==> config.mk <==
export PLATFORM = sky130hd
export DESIGN_NAME = instr_fetch_unit
export DESIGN_NICKNAME = d
export VERILOG_FILES = /design/src/rtl/cpu_pkg.sv /design/src/rtl/fetch_perf_counter.sv /design/src/rtl/instr_fetch_unit.sv
export SDC_FILE = /design/constraint.sdc
export NUM_CORES = 1
export LEC_CHECK = 0
export CELL_PAD_IN_SITES_DETAIL_PLACEMENT = 1
export CELL_PAD_IN_SITES_GLOBAL_PLACEMENT = 2
export CORE_ASPECT_RATIO = 0.5
export CORE_MARGIN = 1.5
export CORE_UTILIZATION = 24
export CTS_CLUSTER_DIAMETER = 60
export CTS_CLUSTER_SIZE = 16
export DETAILED_ROUTE_END_ITERATION = 6
export HOLD_SLACK_MARGIN = 0.02
export PLACE_DENSITY = 0.79
export SYNTH_ARGS = -nofsm -noshare
export SYNTH_HDL_FRONTEND = slang
export SYNTH_SLANG_ARGS = --single-unit
export TNS_END_PERCENT = 20
==> constraint.sdc <==
create_clock -name clk -period 2.1 [get_ports clk]
set_input_delay 0.21 -clock clk [delete_from_list [all_inputs] [get_ports clk]]
set_output_delay 0.21 -clock clk [all_outputs]
set_load 0.1 [all_outputs]
==> src/rtl/cpu_pkg.sv <==
// Shared CPU definitions: datapath widths, opcode field location and fetch FSM states.
package cpu_pkg;

    localparam int ADDR_W = 16;
    localparam int INSTR_W = 16;

    localparam int OPCODE_MSB = 15;
    localparam int OPCODE_LSB = 12;
    localparam logic [3:0] HALT_OPCODE = 4'hF;

    typedef enum logic [1:0] {
        FETCH_IDLE = 2'd0,
        FETCH_RUN  = 2'd1,
        FETCH_HALT = 2'd2
    } fetch_state_t;

endpackage

==> src/rtl/fetch_perf_counter.sv <==
// Saturating 32-bit event counter with synchronous reset and clear.
module fetch_perf_counter (
    input  logic        clk,
    input  logic        rst,
    input  logic        clear,
    input  logic        inc,
    output logic [31:0] count
);

    // Stops at all-ones so a long run never wraps back to a misleading small value.
    always_ff @(posedge clk) begin
        if (rst || clear) begin
            count <= 32'd0;
        end else if (inc && (count != 32'hFFFF_FFFF)) begin
            count <= count + 32'd1;
        end
    end

endmodule

==> src/rtl/instr_fetch_unit.sv <==
// Instruction fetch: owns the PC, registers imem data and hands it to decode via valid/ready.
// Optional performance counters are enabled with the FETCH_PERF_CNT_EN macro.
module instr_fetch_unit #(
    parameter int               ADDR_W      = cpu_pkg::ADDR_W,
    parameter int               INSTR_W     = cpu_pkg::INSTR_W,
    parameter logic [ADDR_W-1:0] RESET_PC   = '0,
    parameter logic [3:0]       HALT_OPCODE = cpu_pkg::HALT_OPCODE
) (
    input  logic               clk,
    input  logic               rst,
    input  logic               start,
    input  logic               redirect_valid,
    input  logic [ADDR_W-1:0]  redirect_target,
    output logic [ADDR_W-1:0]  imem_addr,
    input  logic [INSTR_W-1:0] imem_instr,
    output logic               if_valid,
    input  logic               if_ready,
    output logic [INSTR_W-1:0] if_instr,
    output logic [ADDR_W-1:0]  if_pc,
`ifdef FETCH_PERF_CNT_EN
    output logic [31:0]        fetch_count,
    output logic [31:0]        stall_count,
`endif
    output logic               halted
);

    import cpu_pkg::*;

    fetch_state_t      state;
    logic [ADDR_W-1:0] pc;
    logic              fire;
    logic              is_halt;

    assign imem_addr = pc;
    assign fire      = (state == FETCH_RUN) && (!if_valid || if_ready);
    assign is_halt   = (imem_instr[OPCODE_MSB:OPCODE_LSB] == HALT_OPCODE);

    // Redirect outranks fetch so a taken branch never lets a wrong-path word through.
    always_ff @(posedge clk) begin
        if (rst) begin
            state    <= FETCH_IDLE;
            pc       <= RESET_PC;
            if_valid <= 1'b0;
            if_instr <= '0;
            if_pc    <= '0;
            halted   <= 1'b0;
        end else begin
            case (state)
                FETCH_IDLE: begin
                    if_valid <= 1'b0;
                    if (redirect_valid) begin
                        pc <= redirect_target;
                    end
                    if (start) begin
                        state <= FETCH_RUN;
                    end
                end
                FETCH_RUN: begin
                    if (redirect_valid) begin
                        pc       <= redirect_target;
                        if_valid <= 1'b0;
                    end else if (fire) begin
                        if_instr <= imem_instr;
                        if_pc    <= pc;
                        if_valid <= 1'b1;
                        pc       <= pc + ADDR_W'(1);
                        if (is_halt) begin
                            state  <= FETCH_HALT;
                            halted <= 1'b1;
                        end
                    end
                end
                FETCH_HALT: begin
                    if (redirect_valid) begin
                        pc       <= redirect_target;
                        if_valid <= 1'b0;
                        state    <= FETCH_RUN;
                        halted   <= 1'b0;
                    end else if (if_ready) begin
                        if_valid <= 1'b0;
                    end
                end
                default: begin
                    state    <= FETCH_IDLE;
                    if_valid <= 1'b0;
                    halted   <= 1'b0;
                end
            endcase
        end
    end

`ifdef FETCH_PERF_CNT_EN
    logic fetch_inc;
    logic stall_inc;

    assign fetch_inc = fire && !redirect_valid;
    assign stall_inc = (state == FETCH_RUN) && if_valid && !if_ready && !redirect_valid;

    fetch_perf_counter u_fetch_cnt (
        .clk   (clk),
        .rst   (rst),
        .clear (1'b0),
        .inc   (fetch_inc),
        .count (fetch_count)
    );

    fetch_perf_counter u_stall_cnt (
        .clk   (clk),
        .rst   (rst),
        .clear (1'b0),
        .inc   (stall_inc),
        .count (stall_count)
    );
`endif

endmodule

==> impl_metrics.yaml, run 1 <==
clock_tree:
  hold_buffers: 0
  cts_sinks: 52
  cts_buffers: 5
  clk_pin_slew_ps: 70
  root_buffer: "clkbuf_16"
  h-tree-depth: 2
  cts_buffer_depth: 2
  insertion_delay_ps: 290
  cts_tree: "yes"
  post_cts_resized: 0
  postCtsSetupRepairBufs: 0
synthesis:
  synth_top_family_by_area: "simple AND/OR/NAND/NOR gates"
  avgSynthCellArea_sq_um: 7.65
  yosysSeqAreaShare_pct: 44.5
  synth.area.mux_share_pct: 0
  synth_cell_type_count: 43
  synthAdderAreaFrac_pct: 0.535
  async_reset_ff_share_pct: 0
  synth-compound-area-share_pct: 22.2
  netlist_instances: 306
  ys.flop_type: "dfxtp_1"
  syn_area_sq_mm: 0.00234
  synth_nets: 344
  synth-xor-area-share_pct: 0
  synth-seq-cells: 52
  yosys_warnings: 0
  synth_edf_count: 0
  yosys.area_share.simple_pct: 27.4
final_layout:
  area_growth_pct: 46.1
  insertedDiodeCount: 0
  layout_common_cells: "77 x nand2_1, 65 x buf_4, 42 x a21oi_1, 39 x dfxtp_1, 35 x clkdlybuf4s50_1"
  drive_above_1_share_pct: 23.3
  layout.nets: 427
  final_util_pct: 36.2
  seq_area_sq_mm: 0.00106
  multi_input_area_sq_mm: 0.00118
  fillers: 1145
  layout_commonest_cell: "nand2_1"
floorplan:
  rows: 25
  die_h_microns: 72.8
  ios: 87
  die_w_microns: 143
  die-area_sq_mm: 0.0104
  initial_core_util_pct: 24.8
  core_area_sq_mm: 0.00945
drt:
  finalWirelength_microns: 8070
  vias_per_cell: 4.72
  vias: 2480
  first_iter_violations: 111
  wl_per_cell_microns: 15.4
  final_antenna_net_count: 0
  drtPass1Iterations: 4
  drc: 0
setup_path:
  crit_family: "simple AND/OR/NAND/NOR gates"
  cp-end-kind: "flop"
  path_buf_inv: 0
  start_kind: "flop"
  r2r-start: "imem_addr[0]$_SDFFE_PP0P_"
  crit_type: "reg2reg"
  path_max_fanout: 8
  crit_slowest_cell: "or4_1"
  cpPeakStageDelay_ps: 570
  critPathRequiredTime_ps: 2320
  cp_cell_sequence: "ha_1, nand4_2, or4_1, or3_1, a31oi_1"
  arrival_ps: 2130
  critPathLaunch: "imem_addr[0]$_SDFFE_PP0P_"
grt:
  overflow: 0
  antenna_found_initial: 0
  grt_pass1_vias: 2614
  grt_max_degree: 33
  grt_usage_pct: 15.8
  grt_pass1_wl_microns: 12900
sta:
  fin_crit_sh_pct: 90.8
  max_freq_mhz: 525
  slew_headroom_pct: 71.4
  slew_violations: 0
  finalHoldViolations: 0
  period_minus_slack_ps: 1910
  setup_slack_ps: 194
  whs_ps: 280
  skew_ps: 3.67
  worstMarginPinSlew_ps: 429
  setup_viol: 0
  rsz0062_at_grt: "no"
place:
  place_ws_ps: 81.3
  gp_congestion: 0.805
  hpwlAfterDp_microns: 6020
  numPortBuffers: 86
pwr:
  ir_drop_uv: 302
  p_per_area_mw_per_mm2: 766
  p_leak_uw: 0.00132
min_path:
  hp-class: "in2reg"
  hold_path_startpoint: "rst"
outcome:
  status: "finished clean"
flow_run:
  drv_cap: 0
## report_power, final
part / total, uW / switching [uW] / internal, uW / leakage, uW
Combinational: 672 / 484 / 188 / 0.000823
Sequential: 1100 / 61.6 / 1040 / 0.000429
Clock: 846 / 370 / 476 / 0.0000701
Total: 2620 / 916 / 1700 / 0.00132
## synth_stat cells, types with 2 or more instances
library cell,instances,area [sq um]
or3_1,4,25.0
a211oi_1,5,37.5
o21ai_0,11,55.1
and3_1,4,25.0
a32oi_1,3,26.3
nand3_1,10,50.1
o31ai_1,2,15.0
nor2_1,13,48.8
nor3_1,6,30.0
clkbuf_1,18,67.6
and2_1,5,31.3
clkbuf_2,2,10.0
buf_2,4,20.0
a311oi_1,3,26.3
nor2b_1,3,18.8
nand3b_1,3,22.5
a31oi_1,5,31.3
or4_1,2,15.0
inv_1,5,18.8
a21oi_1,42,210
dfxtp_1,52,1040
nand4_1,6,37.5
nor4_1,2,12.5
nand2_1,77,289
## worst reg2reg max path, cell delays in order, from the launching register on
cell and delay, ps:
dfxtp_2 410, ha_1 260, nand4_2 130, or4_1 570, or3_1 320, a31oi_1 150
## kinds of logic (layout without fill, tap and decap cells)
kind of cell               after synthesis  count (layout)
buffers and inverters                   30             114
DFF                                     52              52
and+or+nand+nor                        139             139
AOI/OAI and AO/OA                       84              84
adders and majority gates                1               1
## layout make-up
type | instances | share of cell area [%]
multi-input combinational | 224 | 34.5
sequential | 52 | 30.9
timing repair buffer | 101 | 24.7
tap | 135 | 4.94
clock buffer | 7 | 4.17
inverter | 5 | 0.549
clock inverter | 1 | 0.220
## final timing paths
kind	depth (start not counted)	end	slack [ps]
worst max-delay path	5	imem_addr[14]$_SDFFE_PP0P_	190
worst min-delay path	2	imem_addr[9]$_SDFFE_PP0P_	280
worst max register to register	5	imem_addr[14]$_SDFFE_PP0P_	190
worst min register to register	2	if_pc[15]$_SDFFE_PP0P_	460
## state kept, by name, indices dropped and copies added, names as in the netlist
register   flops
if_instr      16
state          2
imem_addr     16
if_pc         16
if_valid       1
halted         1
## through the flow
step	TNS [ps]	cells	total power, uW	cell area, sq um
detailed placement	0	517	1800	3270
CTS	0	525	2660	3420
floorplan	-135	306	1580	2360
global route	0	525	2740	3420
finish	0	525	2620	3420
global placement	0	517	1790	3270
## routing by layer
layer  GRT usage [%]  up-vias  routed length (microns)
met5               0        -                        0
met1            19.2     1204                     3690
met3            2.76        2                      225
met4            2.41        0                       35
met2            30.0       34                     4120
li1                -     1240                        -
Note: power is estimated with default switching activity, not from simulation.
==> run 2: changes to the inputs <==
CTS_CLUSTER_DIAMETER = 40   (was 60)
==> results of run 2 <==
No change in the layout: final DEF, timing and power equal those of run 1.
